==> config.mk <==
export PLATFORM = sky130hd
export DESIGN_NAME = multi_edge_detect
export DESIGN_NICKNAME = d
export VERILOG_FILES = /design/src/rtl/edge_pkg.sv /design/src/rtl/edge_chan.sv /design/src/rtl/multi_edge_detect.sv
export SDC_FILE = /design/constraint.sdc
export NUM_CORES = 1
export LEC_CHECK = 0
export BUFFER_PORTS_ARGS = -buffer_cell sky130_fd_sc_hd__buf_2
export CORE_UTILIZATION = 53
export DETAILED_ROUTE_END_ITERATION = 6
export HOLD_SLACK_MARGIN = 0.05
export PLACE_DENSITY = 0.89
export SETUP_SLACK_MARGIN = 0.2
export SLEW_MARGIN = 10
export SYNTH_ARGS = -nofsm -noshare
export SYNTH_HDL_FRONTEND = slang
export SYNTH_SLANG_ARGS = --single-unit
==> constraint.sdc <==
create_clock -name clk -period 2.7 [get_ports clk]
set_clock_uncertainty 0.05 [all_clocks]
set_input_delay 0.405 -clock clk [delete_from_list [all_inputs] [get_ports clk]]
set_output_delay 0.405 -clock clk [all_outputs]
set_load 0.005 [all_outputs]
==> src/rtl/edge_pkg.sv <==
// edge_pkg: channel state encoding, mode codes and tick decode for multi_edge_detect
package edge_pkg;
  typedef enum logic [1:0] {ZERO = 2'b00, RISE = 2'b01, ONE = 2'b10, FALL = 2'b11} state_t;
  localparam logic [1:0] MODE_OFF  = 2'b00;
  localparam logic [1:0] MODE_RISE = 2'b01;
  localparam logic [1:0] MODE_FALL = 2'b10;
  localparam logic [1:0] MODE_BOTH = 2'b11;
  function automatic logic tick_of(state_t s, logic [1:0] m);
    return m != MODE_OFF &&
           ((s == RISE && (m == MODE_RISE || m == MODE_BOTH)) ||
            (s == FALL && (m == MODE_FALL || m == MODE_BOTH)));
  endfunction
endpackage

==> src/rtl/edge_chan.sv <==
// edge_chan: one debounced Moore edge FSM with sticky pending flag
module edge_chan
  import edge_pkg::*;
#(
  parameter int STABLE_CYCLES = 1
) (
  input  logic       clk,
  input  logic       reset_n,
  input  logic       level,
  input  logic [1:0] mode,
  input  logic       clear,
  output logic       tick,
  output logic       pending
);
  localparam int CW = $clog2(STABLE_CYCLES + 1);
  localparam logic [CW-1:0] LAST = CW'(STABLE_CYCLES - 1);
  state_t state, state_nx;
  logic [CW-1:0] cnt, cnt_nx;
  logic hunt;
  always_ff @(posedge clk or negedge reset_n)
    if (!reset_n) begin
      state   <= ZERO;
      cnt     <= '0;
      pending <= 1'b0;
    end else begin
      state   <= state_nx;
      cnt     <= cnt_nx;
      pending <= tick | (pending & ~clear);
    end
  // hunt: level disagrees with the settled state, so the debounce counter runs
  always_comb begin
    state_nx = ZERO;
    hunt = (state == ZERO && level) || (state == ONE && !level);
    case (state)
      ZERO:    state_nx = (level && cnt == LAST) ? RISE : ZERO;
      RISE:    state_nx = ONE;
      ONE:     state_nx = (!level && cnt == LAST) ? FALL : ONE;
      FALL:    state_nx = ZERO;
      default: state_nx = ZERO;
    endcase
    cnt_nx = (hunt && cnt != LAST) ? cnt + 1'b1 : '0;
  end
  assign tick = tick_of(state, mode);
endmodule

==> src/rtl/multi_edge_detect.sv <==
// multi_edge_detect: CH debounced edge detectors; MULTI_EDGE_SYNC_EN adds a 2-flop input synchroniser
module multi_edge_detect #(
  parameter int CH            = 4,
  parameter int STABLE_CYCLES = 1
) (
  input  logic            clk,
  input  logic            reset_n,
  input  logic [CH-1:0]   level,
  input  logic [2*CH-1:0] mode,
  input  logic [CH-1:0]   clear,
  output logic [CH-1:0]   tick,
  output logic [CH-1:0]   pending,
  output logic            any_tick
);
  logic [CH-1:0] lv;
`ifdef MULTI_EDGE_SYNC_EN
  logic [CH-1:0] s1, s2;
  always_ff @(posedge clk or negedge reset_n)
    if (!reset_n) begin
      s1 <= '0;
      s2 <= '0;
    end else begin
      s1 <= level;
      s2 <= s1;
    end
  assign lv = s2;
`else
  assign lv = level;
`endif
  for (genvar g = 0; g < CH; g++) begin : chan
    edge_chan #(.STABLE_CYCLES(STABLE_CYCLES)) u_chan (
      .clk     (clk),
      .reset_n (reset_n),
      .level   (lv[g]),
      .mode    (mode[2*g +: 2]),
      .clear   (clear[g]),
      .tick    (tick[g]),
      .pending (pending[g])
    );
  end
  assign any_tick = |tick;
endmodule

==> impl_results.md <==
- Layout area overhead: 16.9%
- Core ar.: 1520 um2
- Ranking of synthesized cells by area: dfrtp_1, ha_1, buf_4
- Number of synthesized register bits: 16
- Antenna violations before repair: 0
- Register-to-Register Path Depth: 4
- Met1 WL: 516 um
- Pwr dens: 789 nW/um2
- Diode count: 0
- IO Pins: 27
- NetSw: 0.272 mW
- Element type at the critical path end: primary output
- Largest area contributor in the netlist: dfrtp_1
- Worst setup SP type: register
- Final instance area: 1020 um2
- Asr flop ratio synth: 1.00
- Die width: 42.7 um
- MaxCap Viol Count: 0
- Logic pwr share: 0.357
- Remaining antenna violation count: 0
- Reg area: 400 um2
- Clock root cell: clkbuf_4
- Via count: 572
- Reg2reg setup slack: 1590 ps
- DRT Pass-1 Iters: 3
- Worst slack, placed: 1150 ps
- Hold Path Class: in2reg
- Final Wtd Congestion: 0.711
- IO Port Bufs: 26
- Worst-Skew Late Latency: 290 ps
- Top FF cell, synth: dfrtp_1
- Setup TNS after final layout: 0 ps
- # setup viols final: 0
- Final nets: 139
- Clock power share: 0.193
- Vias per Instance: 4.77
- Critical R2R Capture: chan[3].u_chan.pending$_DFF_PN0_
- Fillers: 121
- Fmax: 0.539 GHz
- FF-to-FF Start: chan[3].u_chan.state[1]$_DFF_PN0_
- CP required: 2250 ps
- Mapped Area: 876 um2
- Starting Density: 0.575
- Worst hold margin: 223 ps
- Hold path endpoint: chan[1].u_chan.pending$_DFF_PN0_
- Worst setup path class: reg2out
- Mapped Cells: 78
- Hold path start: clear[1]
- Worst EP arrival: 1400 ps
- Hold path cells: 2
- DIE AREA: 1820 um2
- Final Hold Viols: 0
- Die height: 42.7 um
- Synth warn: 0
- Peak VDD IR: 443 uV
- CTS tree: done
- Clk sinks: 16
- RSZ-0062 raised after global routing: false
- DR iter-0 viols: 4
- Met3 wire length: 78 um
- DP HPWL: 1.14 mm
- Synth top area share: 0.457
- # DRC: 0
- Drt wl/cell: 11.1 um
- Final Cycle Share: 0.687
- Synth Area per Inst: 11.2 um2
- Most frequent cells after synthesis: dfrtp_1, ha_1, inv_1, buf_4
- Multi-input logic area: 367 um2
- Met2 Wirelength: 709 um
- Total GRT Usage: 0.165
- Final wirelength: 1.33 mm
- Register area share after synthesis: 0.457
- Top sig layer: met4
- CTS H-Tree Depth: 1
- Sequential fraction of design power: 0.450
- Leakage: 0.587 nW
- Layout cell share with drive strength beyond 1: 0.327
- CTS max path bufs: 2
- Switching Fraction: 0.336
- Global-route wire length before repair: 2.15 mm
- Row cnt: 14
- Placement Cell Area: 977 um2
- Final worst slack: 844 ps
- Int Power: 0.536 mW
- Final Slew Violations: 0
- Largest net degree at the start of global routing: 17
- Num CTS Buffers: 3
- Synth unique cells: 11
- Worst-path fanout max: 3
- Global route overflow: 0
- Clk slew on worst S/H paths: 90 ps
- Final core occ: 0.672
- Outcome: complete, no violations
- Tmin final: 1860 ps
- Number of global-route vias before repair: 551
- Number of flops mapped to enable cells by yosys: 0
per-stage QoR:
| step | instances | total power, mW |
|---|---|---|
| 2_1_floorplan | 81 | 0.588 |
| 3_3_place_gp | 115 | 0.632 |
| 3_5_place_dp | 115 | 0.664 |
| 4_1_cts | 120 | 0.822 |
| 5_1_grt | 120 | 0.878 |
| 6_report | 120 | 0.808 |
cells in the final DEF, fill, tap and decap left out:
master / synthesis / final
inv_1: 16 / 16
a21oi_1: 4 / 4
nand3b_1: 4 / 4
buf_2: 0 / 26
ha_1: 16 / 16
dfrtp_1: 16 / 16
conb_1: 1 / 4
a22oi_2: 4 / 4
dlygate4sd3_1: 0 / 1
clkbuf_8: 0 / 1
nand4_1: 1 / 1
clkbuf_4: 0 / 3
nand2b_1: 4 / 4
o21ai_1: 4 / 4
cell type report:
type / instances / area share
repair buffers: 27 / 0.137
multi-input cells: 41 / 0.358
well taps: 16 / 0.0196
flip-flops and latches: 16 / 0.391
inverters: 16 / 0.0587
clock buffers: 4 / 0.0355
sequential cells by signal, indices dropped and copies added (netlist names):
name / flops
chan.u_chan.state: 8
chan.u_chan.cnt: 4
chan.u_chan.pending: 4
critical path: stages, from the launching register on:
cell     delay, ps
dfrtp_1        380
inv_1           80
ha_1           200
a22oi_2        210
nand4_1        110
buf_2          140
kinds of logic after synthesis:
group	after synthesis	synth area share
adders and majority gates	16	0.229
AOI/OAI and AO/OA	12	0.103
and+or+nand+nor	9	0.0700
other	1	0.00428
DFF	16	0.457
buffers and inverters	24	0.137
how the worst max path moves through the flow:
stage	start	endpoint	slack, ps	depth (start not counted)
floorplan	chan[1].u_chan.state[0]$_DFF_PN0_	tick[1]	1290	4
global placement	chan[1].u_chan.state[0]$_DFF_PN0_	any_tick	1180	4
detailed placement	chan[3].u_chan.state[1]$_DFF_PN0_	any_tick	1150	5
CTS	chan[3].u_chan.state[1]$_DFF_PN0_	any_tick	830	5
global route	chan[1].u_chan.state[0]$_DFF_PN0_	any_tick	770	4
finish	chan[3].u_chan.state[1]$_DFF_PN0_	any_tick	840	5
per-layer routing:
metal | vias to the layer above | GRT usage
met5 | - | 0
met4 | 0 | 0.0750
met3 | 4 | 0.0511
met2 | 19 | 0.309
met1 | 265 | 0.161
li1 | 284 | -
timing repair:
item | CTS | global route
buffers inserted | 0 | 0
hold endpoints to repair | 16 | 0
gates resized for setup | 0 | 0
hold buffers | 1 | 0
power by group through the flow:
stage | clock (mW) | sequential, mW | combinational [mW]
global placement | 0 | 0.363 | 0.269
global route | 0.171 | 0.373 | 0.334
detailed placement | 0 | 0.370 | 0.294
CTS | 0.160 | 0.365 | 0.297
finish | 0.156 | 0.364 | 0.289
floorplan | 0 | 0.358 | 0.230
No activity file was read; power rests on OpenSTA's default activity.
